### src/rtl/input_conditioner.sv
// Push-button and slide-switch conditioner: synchronizes both raw inputs,
// debounces the key in both directions, and emits one clock-enable pulse per
// accepted press together with the switch bit captured on that edge.
//
// state      | meaning
// -----------+-------------------------------------------------------------
// IDLE       | key released and stable, waiting for a press
// PRESS_WAIT | key seen pressed, counting stable cycles before acceptance
// HELD       | press accepted, key still down
// REL_WAIT   | key seen released, counting stable cycles before idling
//
// DEB_CYCLES must satisfy 2 <= DEB_CYCLES <= 2**CNT_W so that the terminal
// count DEB_CYCLES-1 fits in the counter.
module input_conditioner #(
   parameter int DEB_CYCLES = 500000,
   parameter int CNT_W      = 19
) (
   input  logic       clk,
   input  logic       rst,
   input  logic       key_n,
   input  logic       sw_w,
   output logic       step,
   output logic       w_out,
   output logic       key_level,
   output logic [7:0] press_cnt
);

   typedef enum logic [1:0] {
      IDLE       = 2'd0,
      PRESS_WAIT = 2'd1,
      HELD       = 2'd2,
      REL_WAIT   = 2'd3
   } state_t;

   localparam logic [CNT_W-1:0] CNT_LAST = CNT_W'(DEB_CYCLES - 1);
   localparam logic [CNT_W-1:0] CNT_ONE  = CNT_W'(1);

   logic       key_s1_q, key_s_q;
   logic       w_s1_q, w_s_q;
   logic       key_p;

   state_t     state_q, state_d;
   logic [CNT_W-1:0] cnt_q, cnt_d;
   logic       step_q, step_d;
   logic       w_out_q, w_out_d;
   logic       key_level_q, key_level_d;
   logic [7:0] press_cnt_q, press_cnt_d;

   // Two-flop synchronizers; key idles released (1), switch idles 0.
   always_ff @(posedge clk) begin
      if (!rst) begin
         key_s1_q <= 1'b1;
         key_s_q  <= 1'b1;
         w_s1_q   <= 1'b0;
         w_s_q    <= 1'b0;
      end else begin
         key_s1_q <= key_n;
         key_s_q  <= key_s1_q;
         w_s1_q   <= sw_w;
         w_s_q    <= w_s1_q;
      end
   end

   assign key_p = ~key_s_q;

   // Next-state, counter and registered-output logic for the debounce FSM.
   always_comb begin
      state_d     = state_q;
      cnt_d       = cnt_q;
      step_d      = 1'b0;
      w_out_d     = w_out_q;
      press_cnt_d = press_cnt_q;
      unique case (state_q)
         IDLE: begin
            if (key_p) begin
               state_d = PRESS_WAIT;
               cnt_d   = '0;
            end
         end
         PRESS_WAIT: begin
            if (!key_p) begin
               state_d = IDLE;
            end else if (cnt_q == CNT_LAST) begin
               state_d     = HELD;
               step_d      = 1'b1;
               w_out_d     = w_s_q;
               press_cnt_d = press_cnt_q + 8'd1;
            end else begin
               cnt_d = cnt_q + CNT_ONE;
            end
         end
         HELD: begin
            if (!key_p) begin
               state_d = REL_WAIT;
               cnt_d   = '0;
            end
         end
         REL_WAIT: begin
            if (key_p) begin
               state_d = HELD;
            end else if (cnt_q == CNT_LAST) begin
               state_d = IDLE;
            end else begin
               cnt_d = cnt_q + CNT_ONE;
            end
         end
         default: state_d = IDLE;
      endcase
      key_level_d = (state_d == HELD) || (state_d == REL_WAIT);
   end

   // FSM state, counter and outputs; reset wins over any debounce in flight.
   always_ff @(posedge clk) begin
      if (!rst) begin
         state_q     <= IDLE;
         cnt_q       <= '0;
         step_q      <= 1'b0;
         w_out_q     <= 1'b0;
         key_level_q <= 1'b0;
         press_cnt_q <= 8'd0;
      end else begin
         state_q     <= state_d;
         cnt_q       <= cnt_d;
         step_q      <= step_d;
         w_out_q     <= w_out_d;
         key_level_q <= key_level_d;
         press_cnt_q <= press_cnt_d;
      end
   end

   assign step      = step_q;
   assign w_out     = w_out_q;
   assign key_level = key_level_q;
   assign press_cnt = press_cnt_q;

endmodule

### config.mk
export PLATFORM = sky130hd
export DESIGN_NAME = input_conditioner
export DESIGN_NICKNAME = d
export VERILOG_FILES = /design/src/rtl/input_conditioner.sv
export SDC_FILE = /design/constraint.sdc
export NUM_CORES = 1
export LEC_CHECK = 0
export ABC_AREA = 1
export BUFFER_PORTS_ARGS = -buffer_cell sky130_fd_sc_hd__buf_2
export CORE_ASPECT_RATIO = 1.2
export CORE_MARGIN = 5
export CORE_UTILIZATION = 50
export CTS_CLUSTER_DIAMETER = 150
export DETAILED_ROUTE_END_ITERATION = 16
export PLACE_DENSITY_LB_ADDON = 0.25
export REMOVE_ABC_BUFFERS = 1
export SKIP_CTS_REPAIR_TIMING = 1
export SLEW_MARGIN = 25
export SYNTH_ARGS = -nofsm -noshare
export SYNTH_HDL_FRONTEND = slang
export SYNTH_SLANG_ARGS = --single-unit
### constraint.sdc
create_clock -name clk -period 1.8 [get_ports clk]
set_input_delay 0.09 -clock clk [delete_from_list [all_inputs] [get_ports clk]]
set_output_delay 0.09 -clock clk [all_outputs]
set_load 0.005 [all_outputs]
==> results.yml <==
critical_path:
  critPathCaptureType: "flop"
  critPathLaunchType: "flop"
  worstRegToRegCells: 9
  reg2reg_to: "cnt_q[2]"
  r2r-start: "cnt_q[0]"
  cp.required_ns: 2.03
  critPathMaxFanout: 17
  regToRegSetupSlack_ns: 0.10
  crit_end: "cnt_q[2]"
  critPathArrivalTime_ns: 1.93
  path_class: "reg2reg"
  cp-startpoint: "cnt_q[0]"
final_layout:
  layout_commonest_cell: "nand2_1"
  diodes: 0
  final_cell_mix: "66 x nand2_1, 50 x nor2_1, 35 x dfxtp_1"
  utilization: 0.587
  nNetsFinal: 324
  drive_gt1_frac: 0.188
  final_area_um2: 2300
  fillerInstances: 395
  area_growth_syn_to_layout_pct: 14.0
run:
  maxCapViolations: 0
clock_network:
  h-tree-depth: 2
  cts_tree: "done"
  numCtsBuffers: 5
  clk_pin_slew_worst_paths_ns: 0.07
  worstSkewPairLatency_ns: 0.29
  cts_sinks: 35
  clockRootBuffer: "clkbuf_8"
  cts.path.max_buffers: 2
drt:
  drt-initial-drc-count: 67
  vias_per_cell: 5.03
  drc: 0
  firstDrtPassIters: 6
  wl_mm: 4.45
  via_count: 1876
  wl_per_cell_um: 11.9
  route.antenna.remaining_nets: 0
timing:
  max_freq_ghz: 0.590
  finalCriticalPeriod_ns: 1.70
  finalMaxSlewViolations: 0
  hold_ws_ns: -0.0202
  setup_slack_ns: 0.104
  period_share: 0.942
  setup_viol: 0
  slew_headroom: 0.541
  clock_skew_ns: 0.00455
  worst_pin_slew_ns: 0.688
  final-hold-violation-count: 1
  rsz0062_at_grt: "yes"
floorplanning:
  die_area_um2: 5400
  start_util: 0.515
  dieHeight_um: 79.5
  fp.coreArea_um2: 3910
  pin_count: 15
  die_w_um: 67.9
  rows: 25
power_and_ir_drop:
  p_leak_nw: 0.893
  power.density_nw_per_um2: 610
  ir_worst_vdd_mv: 0.519
placed_design:
  place_congestion: 0.835
  place_area_um2: 2160
  preCtsSetupSlack_ns: 0.0486
  portBuffers: 14
  dp_hpwl_mm: 3.29
global_route:
  grt_pass1_vias: 1740
  grt_max_degree: 24
  grt-ovfl-total: 0
  grt_usage: 0.181
  antenna_found_initial: 0
  grt_pass1_wl_mm: 7.49
synth:
  synth_cells: 293
  syn_area_um2: 2010
  ys_warn_count: 0
  yosysSeqAreaShare: 0.348
  yosys_register_bits: 35
  avgSynthCellArea_um2: 6.88
  yosys.cell_types.count: 32
outcome:
  violations: "negative hold slack"
  status: "complete, but fails checks"
worst_hold_path:
  hold_class: "in2reg"
## synthesized netlist by cell type
cell | number | area, um^2
a211oi_1 | 1 | 7.51
a21oi_1 | 16 | 80.1
buf_2 | 1 | 5.00
buf_6 | 2 | 22.5
clkbuf_1 | 2 | 7.51
dfxtp_1 | 35 | 701
ha_1 | 2 | 25.0
inv_1 | 27 | 101
inv_2 | 4 | 15.0
inv_4 | 1 | 6.26
nand2_1 | 66 | 248
nand2_2 | 2 | 12.5
nand2_4 | 1 | 11.3
nand3_1 | 29 | 145
nand3_2 | 2 | 20.0
nand3_4 | 1 | 17.5
nand3b_1 | 3 | 22.5
nand3b_2 | 1 | 11.3
nand4_1 | 11 | 68.8
nor2_1 | 51 | 191
nor2_2 | 6 | 37.5
nor2_4 | 5 | 56.3
nor3_1 | 4 | 20.0
nor3_2 | 1 | 10.0
nor3_4 | 2 | 32.5
o21ai_0 | 1 | 5.00
o21ai_1 | 2 | 10.0
o21bai_1 | 1 | 7.51
or2_2 | 2 | 12.5
xnor2_1 | 1 | 8.76
xnor2_2 | 1 | 16.3
xor2_1 | 9 | 78.8
## final cells by class
| class | count | area (um^2) | area share |
|---|---|---|---|
| clock inverters | 2 | 12.5 | 0.00545 |
| flip-flops and latches | 35 | 701 | 0.305 |
| clock buffers | 6 | 72.6 | 0.0316 |
| repair buffers | 23 | 140 | 0.0610 |
| well taps | 54 | 67.6 | 0.0294 |
| inverters | 32 | 123 | 0.0534 |
| multi-input cells | 221 | 1180 | 0.514 |
## through the flow
step / TNS (ns) / instances / power (W)
6_report: 0 / 373 / 0.00140
2_1_floorplan: 0 / 288 / 0.000830
5_1_grt: -0.0118 / 373 / 0.00146
4_1_cts: 0 / 370 / 0.00141
3_3_place_gp: 0 / 362 / 0.000848
3_5_place_dp: 0 / 362 / 0.000848
## worst min path at each step
stage | from | end | slack [ns] | cells after the start
6_report | sw_w | w_s1_q | -0.02 | 3
5_1_grt | sw_w | w_s1_q | 0.01 | 3
4_1_cts | key_n | key_s1_q | -0.03 | 2
3_5_place_dp | key_n | key_s1_q | 0.28 | 2
3_3_place_gp | sw_w | w_s1_q | 0.27 | 3
2_1_floorplan | rst | w_s1_q | 0.18 | 2
## worst max-delay path, stage by stage, from the launching register on
cell and delay [ns]:
dfxtp_1 0.42, ha_4 0.19, nand3_1 0.16, nor2_4 0.16, nand3_4 0.13, nand2_4 0.21, inv_4 0.12, nand3_1 0.08
nand2_1 0.07, nor2_2 0.09
## power breakdown
group          switching, W  leakage, nW  total (W)  internal (W)
clock network      0.000299       0.0412   0.000569      0.000270
registers        0.00000496        0.283   0.000785      0.000780
logic             0.0000337        0.569  0.0000480     0.0000143
## logic make-up (layout without fill, tap and decap cells)
group / Yosys count / in the layout / synth area share
simple gates: 187 / 187 / 0.455
buf+inv: 37 / 63 / 0.0783
flops: 35 / 35 / 0.348
compound gates: 21 / 21 / 0.0547
xor+xnor: 11 / 11 / 0.0516
fa+ha+maj: 2 / 2 / 0.0124
## routing by layer
metal / vias to the layer above / share of wire / track usage
met5: - / 0 / 0
met3: 8 / 0.029 / 0.0338
met1: 857 / 0.44 / 0.216
met4: 0 / 0.017 / 0.0875
met2: 21 / 0.51 / 0.304
li1: 990 / - / -
## flip-flops by register name, summed over array words and instances (netlist names)
signal,flops
w_s_q,1
cnt_q,19
w_out,1
key_s1_q,1
key_s_q,1
press_cnt,8
w_s1_q,1
step,1
state_q,2
No activity file was read; power rests on OpenSTA's default activity.
